--- config.mk ---
export PLATFORM = sky130hd
export DESIGN_NAME = preg_freelist_flat
export DESIGN_NICKNAME = d
export VERILOG_FILES = /design/src/rtl/preg_freelist_pkg.sv /design/src/rtl/preg_freelist_if.sv /design/src/rtl/freelist_ckpt.sv /design/src/rtl/preg_freelist.sv /design/src/flat_wrapper.sv
export SDC_FILE = /design/constraint.sdc
export NUM_CORES = 1
export LEC_CHECK = 0
export BUFFER_PORTS_ARGS = -buffer_cell sky130_fd_sc_hd__buf_2
export CAP_MARGIN = 10
export CORE_MARGIN = 4
export CORE_UTILIZATION = 50
export DETAILED_ROUTE_END_ITERATION = 10
export PLACE_DENSITY = 0.65
export SETUP_SLACK_MARGIN = 0.1
export SKIP_LAST_GASP = 1
export SYNTH_ARGS = -nofsm -noshare
export SYNTH_HDL_FRONTEND = slang
export SYNTH_HIERARCHICAL = 1
export SYNTH_SLANG_ARGS = --single-unit
--- constraint.sdc ---
create_clock -name clk -period 10.1 [get_ports clk]
set_clock_uncertainty 0.1 [all_clocks]
set_input_delay 2.02 -clock clk [delete_from_list [all_inputs] [get_ports clk]]
set_output_delay 2.02 -clock clk [all_outputs]
set_load 0.005 [all_outputs]
--- src/rtl/preg_freelist_pkg.sv ---
`default_nettype none
// ============================================================================
//  Module   : preg_freelist_pkg
//  Brief    : Shared sizing constants and types for the physical-register
//             free list and its checkpoint store.
//  Revision : 1.0 - initial release
// ============================================================================
package preg_freelist_pkg;

  localparam int NUM_PREGS              = 64;
  localparam int MAX_PREDICT_DEPTH      = 4;
  // Tags run 0..MAX_PREDICT_DEPTH, so one extra code point beyond the slot count.
  localparam int MAX_PREDICT_DEPTH_BITS = $clog2(MAX_PREDICT_DEPTH + 1);
  localparam int PW                     = $clog2(NUM_PREGS);

  typedef logic [PW-1:0] preg_t;
  typedef logic [PW:0]   ptr_t;

endpackage
`default_nettype wire

--- src/rtl/preg_freelist_if.sv ---
`default_nettype none
// ============================================================================
//  Module   : preg_freelist_if
//  Brief    : Issue/commit/branch-control bundle of the physical-register
//             free list. master = rename/issue control, slave = free list.
//  Revision : 1.0 - initial release
// ============================================================================
interface preg_freelist_if;
  import preg_freelist_pkg::*;

  logic                              alloc_en;
  logic [1:0]                        alloc_req;
  logic                              alloc_ok;
  preg_t                             alloc_preg1;
  preg_t                             alloc_preg2;
  logic                              free_valid1;
  logic                              free_valid2;
  preg_t                             free_preg1;
  preg_t                             free_preg2;
  logic                              save_en;
  logic [MAX_PREDICT_DEPTH_BITS-1:0] save_tag;
  logic                              restore_en;
  logic [MAX_PREDICT_DEPTH_BITS-1:0] restore_tag;
  ptr_t                              free_count;
  logic                              overflow;

  modport master (
    output alloc_en, alloc_req, free_valid1, free_valid2, free_preg1, free_preg2,
           save_en, save_tag, restore_en, restore_tag,
    input  alloc_ok, alloc_preg1, alloc_preg2, free_count, overflow
  );

  modport slave (
    input  alloc_en, alloc_req, free_valid1, free_valid2, free_preg1, free_preg2,
           save_en, save_tag, restore_en, restore_tag,
    output alloc_ok, alloc_preg1, alloc_preg2, free_count, overflow
  );

endinterface
`default_nettype wire

--- src/rtl/freelist_ckpt.sv ---
`default_nettype none
// ============================================================================
//  Module   : freelist_ckpt
//  Brief    : Head-pointer checkpoint store, one slot per branch tag.
//             One write port (save), one combinational read port (restore).
//  Revision : 1.0 - initial release
// ============================================================================
module freelist_ckpt #(
  parameter int DEPTH = 4,
  parameter int WIDTH = 7,
  parameter int AW    = 2
) (
  input  wire logic             clk,
  input  wire logic             reset,
  input  wire logic             we,
  input  wire logic [AW-1:0]    waddr,
  input  wire logic [WIDTH-1:0] wdata,
  input  wire logic [AW-1:0]    raddr,
  output logic      [WIDTH-1:0] rdata
);

  logic [WIDTH-1:0] r_slot [DEPTH];

  generate
    for (genvar i = 0; i < DEPTH; i++) begin : g_slot
      // Capture the head pointer into this slot when its tag is saved.
      always_ff @(posedge clk or negedge reset) begin
        if (!reset) begin
          r_slot[i] <= '0;
        end else if (we && (waddr == AW'(i))) begin
          r_slot[i] <= wdata;
        end
      end
    end
  endgenerate

  assign rdata = r_slot[raddr];

endmodule
`default_nettype wire

--- src/rtl/preg_freelist.sv ---
`default_nettype none
// ============================================================================
//  Module   : preg_freelist
//  Brief    : Circular free list of physical registers. Up to two
//             allocations and two releases per cycle, plus per-branch head
//             checkpoints for single-cycle shootdown recovery.
//  Revision : 1.0 - initial release
// ============================================================================
module preg_freelist #(
  parameter int NUM_PREGS         = preg_freelist_pkg::NUM_PREGS,
  parameter int MAX_PREDICT_DEPTH = preg_freelist_pkg::MAX_PREDICT_DEPTH
) (
  input  wire logic       clk,
  input  wire logic       reset,
  preg_freelist_if.slave  bus
);

  localparam int PW = $clog2(NUM_PREGS);
  localparam int TW = $clog2(MAX_PREDICT_DEPTH + 1);
  localparam int SW = (MAX_PREDICT_DEPTH > 1) ? $clog2(MAX_PREDICT_DEPTH) : 1;

  // preg 0 never circulates, so the list holds at most NUM_PREGS-1 entries.
  localparam logic [PW:0] c_max_free = (PW+1)'(NUM_PREGS - 1);

  logic [PW-1:0] r_list [NUM_PREGS];
  logic [PW:0]   r_head;
  logic [PW:0]   r_tail;
  logic [PW:0]   r_free_count;
  logic          r_overflow;

  logic          w_alloc_ok;
  logic          w_alloc_fire;
  logic          w_restore_ok;
  logic          w_save_ok;
  logic          w_save;
  logic [SW-1:0] w_save_idx;
  logic [SW-1:0] w_restore_idx;
  logic [PW:0]   w_ckpt_head;
  logic [PW:0]   w_head_next;
  logic [PW:0]   w_tail_next;
  logic [PW:0]   w_used;
  logic [PW:0]   w_room;
  logic [PW:0]   w_need2;
  logic          w_take1;
  logic          w_take2;
  logic          w_acc1;
  logic          w_acc2;
  logic          w_drop;
  logic [PW-1:0] w_head_idx1;
  logic [PW-1:0] w_wr1_idx;
  logic [PW-1:0] w_wr2_idx;

  // ---------------------------------------------------------------- allocate
  assign w_alloc_ok   = (r_free_count >= {{(PW-1){1'b0}}, bus.alloc_req}) && !bus.restore_en;
  assign w_alloc_fire = bus.alloc_en && w_alloc_ok;

  assign w_head_idx1     = r_head[PW-1:0] + PW'(1);
  assign bus.alloc_preg1 = r_list[r_head[PW-1:0]];
  assign bus.alloc_preg2 = r_list[w_head_idx1];
  assign bus.alloc_ok    = w_alloc_ok;
  assign bus.free_count  = r_free_count;
  assign bus.overflow    = r_overflow;

  // ------------------------------------------------------------- checkpoints
  // Tags outside 1..MAX_PREDICT_DEPTH address no slot and are ignored.
  assign w_restore_ok  = (bus.restore_tag != '0) && (bus.restore_tag <= TW'(MAX_PREDICT_DEPTH));
  assign w_save_ok     = (bus.save_tag != '0) && (bus.save_tag <= TW'(MAX_PREDICT_DEPTH));
  assign w_save        = bus.save_en && w_save_ok && !bus.restore_en;
  assign w_save_idx    = SW'(bus.save_tag - TW'(1));
  assign w_restore_idx = SW'(bus.restore_tag - TW'(1));

  // The saved value is the post-allocation head, so the checkpoint marks the
  // first register handed out after the branch.
  freelist_ckpt #(
    .DEPTH (MAX_PREDICT_DEPTH),
    .WIDTH (PW + 1),
    .AW    (SW)
  ) u_ckpt (
    .clk   (clk),
    .reset (reset),
    .we    (w_save),
    .waddr (w_save_idx),
    .wdata (w_head_next),
    .raddr (w_restore_idx),
    .rdata (w_ckpt_head)
  );

  // Next head: a restore overrides any allocation in the same cycle.
  always_comb begin
    w_head_next = r_head;
    if (bus.restore_en) begin
      if (w_restore_ok) begin
        w_head_next = w_ckpt_head;
      end
    end else if (w_alloc_fire) begin
      w_head_next = r_head + {{(PW-1){1'b0}}, bus.alloc_req};
    end
  end

  // -------------------------------------------------------------------- free
  // Room is measured against the post-allocation head so a same-cycle
  // allocation makes space for a same-cycle release.
  assign w_used  = r_tail - w_head_next;
  assign w_room  = c_max_free - w_used;
  assign w_take1 = bus.free_valid1 && (bus.free_preg1 != '0);
  assign w_take2 = bus.free_valid2 && (bus.free_preg2 != '0);
  assign w_acc1  = w_take1 && (w_room != '0);
  assign w_need2 = w_acc1 ? (PW+1)'(2) : (PW+1)'(1);
  assign w_acc2  = w_take2 && (w_room >= w_need2);
  assign w_drop  = (w_take1 && !w_acc1) || (w_take2 && !w_acc2);

  assign w_wr1_idx   = r_tail[PW-1:0];
  assign w_wr2_idx   = r_tail[PW-1:0] + {{(PW-1){1'b0}}, w_acc1};
  assign w_tail_next = r_tail + {{PW{1'b0}}, w_acc1} + {{PW{1'b0}}, w_acc2};

  generate
    for (genvar i = 0; i < NUM_PREGS; i++) begin : g_entry
      // List entry: reset to the identity chain 1..N-1, then refilled by frees.
      always_ff @(posedge clk or negedge reset) begin
        if (!reset) begin
          r_list[i] <= (i < NUM_PREGS - 1) ? PW'(i + 1) : '0;
        end else if (w_acc2 && (w_wr2_idx == PW'(i))) begin
          r_list[i] <= bus.free_preg2;
        end else if (w_acc1 && (w_wr1_idx == PW'(i))) begin
          r_list[i] <= bus.free_preg1;
        end
      end
    end
  endgenerate

  // Pointer, count and sticky overflow state.
  always_ff @(posedge clk or negedge reset) begin
    if (!reset) begin
      r_head       <= '0;
      r_tail       <= c_max_free;
      r_free_count <= c_max_free;
      r_overflow   <= 1'b0;
    end else begin
      r_head       <= w_head_next;
      r_tail       <= w_tail_next;
      r_free_count <= w_tail_next - w_head_next;
      r_overflow   <= r_overflow | w_drop;
    end
  end

endmodule
`default_nettype wire

--- src/flat_wrapper.sv ---
// flat-port wrapper written by rule: the top's interface ports become plain ports
module preg_freelist_flat 
#(
  parameter int NUM_PREGS         = preg_freelist_pkg::NUM_PREGS,
  parameter int MAX_PREDICT_DEPTH = preg_freelist_pkg::MAX_PREDICT_DEPTH
)
  (clk, reset, bus_alloc_en, bus_alloc_req, bus_free_valid1, bus_free_valid2, bus_free_preg1, bus_free_preg2, bus_save_en, bus_save_tag, bus_restore_en, bus_restore_tag, bus_alloc_ok, bus_alloc_preg1, bus_alloc_preg2, bus_free_count, bus_overflow);
  preg_freelist_if bus_i ();
  input  wire logic clk;
  input  wire logic reset;
  input wire logic [$bits(bus_i.alloc_en)-1:0] bus_alloc_en;
  input wire logic [$bits(bus_i.alloc_req)-1:0] bus_alloc_req;
  input wire logic [$bits(bus_i.free_valid1)-1:0] bus_free_valid1;
  input wire logic [$bits(bus_i.free_valid2)-1:0] bus_free_valid2;
  input wire logic [$bits(bus_i.free_preg1)-1:0] bus_free_preg1;
  input wire logic [$bits(bus_i.free_preg2)-1:0] bus_free_preg2;
  input wire logic [$bits(bus_i.save_en)-1:0] bus_save_en;
  input wire logic [$bits(bus_i.save_tag)-1:0] bus_save_tag;
  input wire logic [$bits(bus_i.restore_en)-1:0] bus_restore_en;
  input wire logic [$bits(bus_i.restore_tag)-1:0] bus_restore_tag;
  output wire logic [$bits(bus_i.alloc_ok)-1:0] bus_alloc_ok;
  output wire logic [$bits(bus_i.alloc_preg1)-1:0] bus_alloc_preg1;
  output wire logic [$bits(bus_i.alloc_preg2)-1:0] bus_alloc_preg2;
  output wire logic [$bits(bus_i.free_count)-1:0] bus_free_count;
  output wire logic [$bits(bus_i.overflow)-1:0] bus_overflow;
  assign bus_i.alloc_en = bus_alloc_en;
  assign bus_i.alloc_req = bus_alloc_req;
  assign bus_i.free_valid1 = bus_free_valid1;
  assign bus_i.free_valid2 = bus_free_valid2;
  assign bus_i.free_preg1 = bus_free_preg1;
  assign bus_i.free_preg2 = bus_free_preg2;
  assign bus_i.save_en = bus_save_en;
  assign bus_i.save_tag = bus_save_tag;
  assign bus_i.restore_en = bus_restore_en;
  assign bus_i.restore_tag = bus_restore_tag;
  assign bus_alloc_ok = bus_i.alloc_ok;
  assign bus_alloc_preg1 = bus_i.alloc_preg1;
  assign bus_alloc_preg2 = bus_i.alloc_preg2;
  assign bus_free_count = bus_i.free_count;
  assign bus_overflow = bus_i.overflow;
  preg_freelist #(.NUM_PREGS(NUM_PREGS), .MAX_PREDICT_DEPTH(MAX_PREDICT_DEPTH)) u_core (.clk(clk), .reset(reset), .bus(bus_i));
endmodule
* Yosys cells after proc, flatten, opt, wreduce, memory -nomap -nowiden *
Index checks and enable logic that the tools add are counted.

word-level totals
  logic and storage cells = 583
  output and inout bits = 21
  input bits = 27
  register bits = 434

operators by class
  muxes and demuxes = 141
  bitwise gates (word level) = 4
  magnitude comparators = 7
  reduce and logical (&&, ||, !) cells = 220
  equal/unequal tests = 129
  add/subtract/negate cells = 10

operators with widths
  cell                   count
  $mux W6                132
  $eq A6 B6 Y1 const B   64
  $eq A6 B5 Y1 const B   32
  $logic_and A1 B1 Y1    144
  $reduce_bool A2 Y1     64
  $eq A6 B4 Y1 const B   16
  $bmux W6 S6            2
  $eq A6 B3 Y1 const B   8
  $mux W7                5
  $eq A6 B2 Y1 const B   4
  $add A7 B1 Y7          2
  $bmux W7 S2            1
  $ge A7 B7 Y1 const B   2
  $not A6 Y7             2
  $sub A7 B7 Y7          2
  $eq A6 B1 Y1 const B   2
  $logic_not A6 Y1       2
  $reduce_bool A6 Y1     2
  $add A7 B2 Y7          1
  $ge A7 B2 Y1           1
  $ge A7 B7 Y1           1
  $reduce_bool A7 Y1     1
  $sub A6 B7 Y7 const A  1
  $add A6 B1 Y6          1
  13 further kinds       19

* Logic depth before layout (Yosys ltp) *
Gate-level depths: netlist of run 1.

  depth after elaboration = 18
  mapped depth = 37
  mapped depth without buffers = 33

* Modules after synthesis *
The synthesis of run 1 kept the hierarchy.

modules (own cells, without submodules)
  module         instances  sequential area each (µm²)  cells each  area each (µm²)
  preg_freelist  1          10,415.0                    2,474       27,543.9
  freelist_ckpt  1          700.7                       69          1,233.7

* Least setup slack after synthesis of run 1 *
No wires, ideal clock.

  path kind = input to register
  start point = in bus_alloc_req[0]
  end point = reg u_core.r_free_count[6], in the netlist u_core/bus.free_count[6]
  data required time = 9.921 ns
  data arrival time = 8.893 ns
  buffers on the path = 4
  stages = 36
  setup time = 0.079 ns
  path slack = 1.028 ns
  cells stage by stage = ha_1 > nand2b_1 > a2111oi_4 > nand2b_1 > buf_4 > mux2_2 > nor2_1 > a21oi_1 > ha_1 > ha_1 > fa_1 > xor2_1 > nor2_1 > o221ai_1 > nor3_1 > mux2i_1 > buf_6 > o21ai_0 > buf_2 > buf_2 > ha_1 > nand2b_1 > a21o_1 > o21ai_2 > inv_1 > fa_1 > inv_1 > ha_1 > inv_1 > fa_1 > a21oi_1 > nor2_1 > nor2_1 > o21bai_1 > a21oi_1 > xor2_1

between the ends
  word-level cells in the longest chain between the ends = 14
  elaborated cells on any way between the ends = 16
  those cells by class = 6 x add/sub; 2 x order compare; 3 x mux; 5 x reduce/logical

ends and longest elaborated chain
  item                       RTL line              RTL
  start, declared            flat_wrapper.sv:12    input wire logic [$bits(bus_i.alloc_req)-1:0] bus_alloc_req;
  $ge A7 B2 Y1               preg_freelist.sv:54   assign w_alloc_ok = (r_free_count >= {{(PW-1){1'b0}}, bus.alloc_req}) && !bus.restore_en;
  $logic_and A1 B1 Y1        preg_freelist.sv:54
  $logic_and A1 B1 Y1        preg_freelist.sv:55   assign w_alloc_fire = bus.alloc_en && w_alloc_ok;
  $mux W7 (*)                preg_freelist.sv:95   end else if (w_alloc_fire) begin
  $mux W7 (*)                preg_freelist.sv:91   if (bus.restore_en) begin
  net u_core.w_head_next[0]  preg_freelist.sv:39   logic [PW:0] w_head_next;
  $sub A7 B7 Y7 (*)          preg_freelist.sv:103  assign w_used = r_tail - w_head_next;
  $sub A6 B7 Y7 (*)          preg_freelist.sv:104  assign w_room = c_max_free - w_used;
  $reduce_bool A7 Y1         preg_freelist.sv:107  assign w_acc1 = w_take1 && (w_room != '0);
  $logic_and A1 B1 Y1        preg_freelist.sv:107
  $mux W2                    preg_freelist.sv:108  assign w_need2 = w_acc1 ? (PW+1)'(2) : (PW+1)'(1);
  $ge A7 B7 Y1               preg_freelist.sv:109  assign w_acc2 = w_take2 && (w_room >= w_need2);
  $logic_and A1 B1 Y1        preg_freelist.sv:109
  $add A7 B1 Y7 (*)          preg_freelist.sv:114  assign w_tail_next = r_tail + {{PW{1'b0}}, w_acc1} + {{PW{1'b0}}, w_acc2};
  net u_core.w_tail_next[0]  preg_freelist.sv:40   logic [PW:0] w_tail_next;
  $sub A7 B7 Y7 (*)          preg_freelist.sv:141  r_free_count <= w_tail_next - w_head_next;
  end signal, assigned       preg_freelist.sv:136  r_free_count <= c_max_free;
  end signal, assigned       preg_freelist.sv:141
  end, declared              preg_freelist.sv:28   logic [PW:0] r_free_count;

The timed path passes the listed nets; every way through them passes the cells marked *.
A chain may end at the register's enable or synchronous reset.

* Final worst setup path of run 1 *
Same ends and word-level chain as after synthesis.

==> flow_summary.toml, run 1 <==
[place]
placed_cell_area_um2 = 29400
port-buffer-count = 47
numPlacedInstances = 3149
gp_congestion = 1.04
dpl_worst_slack_ps = 685
dp_hpwl_mm = 74.5

[die]
fp.dieH_um = 248
num_rows = 87
die_area_um2 = 61500
initial_core_util_pct = 50.7
chipWidth_um = 248
coreArea_um2 = 56700
io_pins = 48

[worst_setup_path]
critPathRequiredTime_ps = 10530
cp-end-kind = "register"
path_max_fanout = 20
cpMostUsedCell = "ha_1"
ff2ff_path_depth = 33
critPathKind = "primary input to register"
cp.depth = 33
crit_family = "adder cells"
critPathBufInv = 5
startpoint_type = "primary input"
cp_slowest_cell = "fa_1"
slowest_delay_ps = 460
cp.arrival_ps = 9310

[flow_run]
maxCapViolCount = 0

[route]
drt_iter0_drc = 4206
first_pass_iters = 7
wl_per_cell_um = 34.3
vias = 25033
drc = 0
routed_wl_mm = 111
ant_nets = 0
vias_per_cell = 7.71

[clock_network]
cts.repair.resized = 0
root_buffer = "clkbuf_16"
clk_latency_ps = 610
cts_tree = "done"
post_cts_buffers = 0
path_clk_slew_ps = 60
numCtsBuffers = 52
cts_buffer_depth = 3
holdBufCountCts = 0
clock_sinks = 434
cts-htree-levels = 2

[power]
p_sw_share_pct = 44.8
comb_power_share_pct = 54.4
clockPowerShare_pct = 16.3
p_per_area_nw_per_um2 = 385
p_switching_mw = 5.38
seqPwrFrac_pct = 29.3
ir_drop_uv = 543
internal-power_mw = 6.63
leakage_nw = 11.6
total_power_mw = 12.0

[timing]
slew_headroom_pct = 11.5
finalWorstSetupSlack_ps = 1220
fin_crit_sh_pct = 87.9
fmaxAchievable_ghz = 0.113
rsz0062_at_grt = "false"
fin_tns_setup_ps = 0
min_period_ps = 8880
drv_slew = 0
whs_ps = 406
hold_viol = 0
setup_viol = 0
worstMarginPinSlew_ps = 1320

[cells_and_area]
instances_no_fill = 3248
drive_above_1_share_pct = 31.9
area_growth_pct = 8.45
final_common_cell = "nor2_1"
fin_util_pct = 55.0
multi_input_area_um2 = 16400
num-fill-cells = 4761
register_area_um2 = 11100
nNetsFinal = 2509
final_cell_mix = "nor2_1, mux4_2, dfrtp_1, a21oi_1, dfstp_2"
final_cell_area_um2 = 31200

[logic_synthesis]
synth_seq_cells = 434
ys_top_cells_by_area = "mux4_2, dfrtp_1, dfstp_2, mux2i_1, a21oi_1"
synth_ff_type = "dfrtp_1"
netlist_area_um2 = 28800
syn_inst = 2543
async_flop_share_pct = 100
yosysSeqAreaShare_pct = 38.6
synthDistinctLibCells = 76
synth_top_cell_by_area = "mux4_2"
synth_fp_nets = 2603
yosysWarnings = 6
synth_top_area_share_pct = 20.3
synth_edf_count = 0
syn_area_per_cell_um2 = 11.3

[global_route]
grt_pass1_wl_mm = 165
grt_overflow = 0
antenna_found_initial = 6
grt_pass1_vias = 24560
grt_max_degree = 175
track_usage_pct = 36.2

[run_status]
status = "finished clean"

[hold_path]
hp-class = "register to register"
whs_path_depth = 2
==> cells in the mapped netlist (all sizes together) (3+ instances only) <==
cell	instances
clkbuf	131
and2	11
buf	141
mux2i	132
xor2	10
a22oi	134
nor2	271
a211oi	25
mux4	259
dfstp	204
a21oi	223
o2111ai	41
or4	3
nand3	75
o211ai	39
nand4	5
dfrtp	230
inv	31
a31oi	89
nor3	13
fa	4
nor2b	4
nand2b	3
nand2	105
xnor2	17
ha	29
o31ai	8
a2111oi	10
mux2	30
a221oi	114
a32oi	23
o21ai	78
and3	17
a21o	3
clkinv	6
==> metal layers <==
metal	wire [um]	up-vias	track usage, %
met3	16200	458	13.0
met4	7840	4	19.7
met2	47600	2071	52.4
met5	53	-	0
met1	39800	12673	47.7
li1	-	9827	-
==> cells by family after synthesis <==
group / share of synthesized area [%]
mux: 26.0
buf+inv: 4.84
simple gates: 7.87
compound gates: 20.3
xor+xnor: 0.822
fa+ha+maj: 1.54
flops: 38.6
==> cell type report <==
cell class / instances / area share, %
antenna: 1 / 0.00802
clock buffer: 73 / 4.81
clock inverter: 23 / 0.850
inverter: 37 / 0.445
multi-input combinational: 1800 / 52.5
sequential: 434 / 35.6
tap: 756 / 3.03
timing repair buffer: 124 / 2.74
==> flip-flops by register name, indices dropped and copies added (netlist names) <==
signal                 count
u_core/r_list            384
u_core/u_ckpt/r_slot      28
u_core/bus.free_count      7
u_core/r_head              7
u_core/r_tail              7
u_core/bus.overflow        1
==> tightest hold or removal path, delay by kind of cell (launching register included) <==
family	cells	cell delay, ps
flip-flops	1	380
AO/OA/AOI/OAI	1	70
AND/OR/NAND/NOR	1	50
==> final timing paths <==
check / from / to / slack, ps
worst max-delay path: bus_alloc_req[0] / u_core/bus.free_count[6] / 1220
worst min-delay path: u_core/r_list[343] / u_core/r_list[343] / 410
worst max register to register: u_core/bus.free_count[0] / u_core/bus.free_count[6] / 2210
worst min register to register: u_core/r_list[343] / u_core/r_list[343] / 410
max in group asynchronous: reset / u_core/r_list[36] / 7030
min in group asynchronous: reset / u_core/r_list[121] / 1310
==> power groups by stage <==
stage | clock, mW | sequential (mW) | combinational [mW]
floorplan | 0 | 3.10 | 4.46
detailed placement | 0 | 3.47 | 6.27
global route | 2.05 | 3.58 | 6.77
CTS | 1.97 | 3.45 | 6.30
finish | 1.96 | 3.51 | 6.53
global placement | 0 | 3.42 | 6.16
Power figures use the tool's default switching activity.
==> run 2, diff against run 1 <==
- PLACE_DENSITY: 0.65 -> not set
- PLACE_DENSITY_LB_ADDON: not set -> 0.2
- SETUP_SLACK_MARGIN: 0.1 -> not set
==> run 2 against run 1 <==
Compared with the run above:
- register-to-register slack worse by 70 ps
- clock-buffer cell count is 3 higher
- sequential share of layout area is 0.12 points higher
- worst hold slack worse by 2.5 ps
- clock power is 4% lower
- setup slack worse by 63 ps
- final area is 0.34% lower
- sequential power is 1% lower
- die area stayed put
- non-clock buffer count is 1 lower
- highest routed layer unchanged
==> flow_summary.toml, run 2 (synthesis gave the netlist of run 1 again) <==
[cells_and_area]
drive_above_1_share_pct = 31.8
num-fill-cells = 4761
instances_no_fill = 3247
fin_util_pct = 54.8
final_cell_area_um2 = 31100
largest_reg_flops = 384
nNetsFinal = 2506
final_common_cell = "nor2_1"
final_cell_mix = "nor2_1, mux4_2, dfrtp_1, a21oi_1, dfstp_2"
reg_top3 = "u_core/r_list: 384 flops, u_core/u_ckpt/r_slot: 28 flops"
area_growth_pct = 8.08
top_register = "u_core/r_list"

[die]
chipWidth_um = 248
initial_core_util_pct = 50.7
coreArea_um2 = 56700
num_rows = 87
die_area_um2 = 61500
io_pins = 48
fp.dieH_um = 248

[timing]
fin_tns_setup_ps = 0
drv_slew = 0
slew_headroom_pct = 8.24
fin_crit_sh_pct = 88.6
min_period_ps = 8940
hold_viol = 0
worstMarginPinSlew_ps = 1370
rsz0062_at_grt = "false"
whs_ps = 403
finalWorstSetupSlack_ps = 1160
setup_viol = 0
fmaxAchievable_ghz = 0.112

[worst_setup_path]
cp-end-kind = "register"
startpoint_type = "primary input"
cpMostUsedCell = "ha_1"
critPathRequiredTime_ps = 10530
slowest_delay_ps = 480
r2r_end = "u_core/bus.free_count[6]"
cp.arrival_ps = 9370
r2r_start = "u_core/bus.free_count[0]"
r2r_slack_ps = 2140
cp_slowest_cell = "fa_1"
ff2ff_path_depth = 35
critPathKind = "primary input to register"
path_max_fanout = 8

[route]
first_pass_iters = 7
wl_per_cell_um = 34.2
drt_iter0_drc = 4018
vias = 24841
routed_wl_mm = 111
vias_per_cell = 7.65
ant_nets = 0
drc = 0

[place]
dp_hpwl_mm = 74.8
numPlacedInstances = 3150
gp_congestion = 1.01
dpl_worst_slack_ps = 614
placed_cell_area_um2 = 29400
port-buffer-count = 47

[power]
ir_drop_uv = 329
total_power_mw = 11.9
p_per_area_nw_per_um2 = 381
leakage_nw = 11.5

[clock_network]
post_cts_buffers = 0
clock_sinks = 434
cts.repair.resized = 0
root_buffer = "clkbuf_16"
cts_tree = "done"
cts_buffer_depth = 3
path_clk_slew_ps = 60
holdBufCountCts = 0
numCtsBuffers = 50
clk_latency_ps = 610
cts-htree-levels = 2

[hold_path]
min_from = "u_core/u_ckpt/r_slot[2]"
hold_path_end = "u_core/u_ckpt/r_slot[2]"
hp-class = "register to register"
whs_path_depth = 1

[global_route]
antenna_found_initial = 6
grt_pass1_wl_mm = 164
grt_overflow = 0
grt_pass1_vias = 24029
grt_max_degree = 147
track_usage_pct = 36.0

[flow_run]
maxCapViolCount = 0

[run_status]
status = "finished clean"
==> run 2: cell count changes in the layout (fill, tap and decap cells not counted), moves of 2 or more <==
cell / delta
bufinv_16: -3
clkbuf_8: +2
clkbuf_1: +2
clkinv_2: -5
buf_6: -2
diode_2: +3
buf_4: +2
==> run 2: where the power goes <==
part	internal, mW	switching, mW	leakage, nW	total [mW]
Clock	1.09	0.792	0.817	1.88
Combinational	2.72	3.80	5.64	6.52
Sequential	2.75	0.712	5.08	3.46
Total	6.55	5.30	11.5	11.9
==> run 2: routing by layer <==
metal  routed length (um)  track usage, %
met1                40300            48.1
met5                   33               0
met2                48400            52.8
met3                15200            12.0
met4                 6950            18.1
==> run 2: how the worst max path moves through the flow <==
stage,startpoint,to,slack [ps]
finish,bus_alloc_req[0],u_core/bus.free_count[6],1160
global route,bus_alloc_req[0],u_core/bus.free_count[6],720
CTS,bus_alloc_req[0],u_core/bus.free_count[6],1240
detailed placement,bus_alloc_req[0],u_core/bus.free_count[6],610
global placement,bus_alloc_req[0],u_core/bus.free_count[6],740
floorplan,bus_alloc_req[0],u_core/bus.free_count[6],1030
==> run 2: layout make-up <==
type | instances | area, um^2 | area share (%)
repair buffers | 123 | 828 | 2.66
clock buffers | 76 | 1510 | 4.86
flip-flops and latches | 434 | 11100 | 35.8
clock inverters | 17 | 170 | 0.547
diodes | 4 | 10.0 | 0.0322
well taps | 756 | 946 | 3.04
multi-input cells | 1800 | 16400 | 52.6
inverters | 37 | 139 | 0.447
==> run 2: worst max-delay path, delay by kind of cell <==
kind | cells | cell delay (ps)
multiplexers | 2 | 500
AND/OR/NAND/NOR | 8 | 1490
adder cells (fa/ha/maj) | 8 | 2520
buffers and inverters | 6 | 740
AO/OA/AOI/OAI | 9 | 1730
XOR/XNOR | 2 | 330
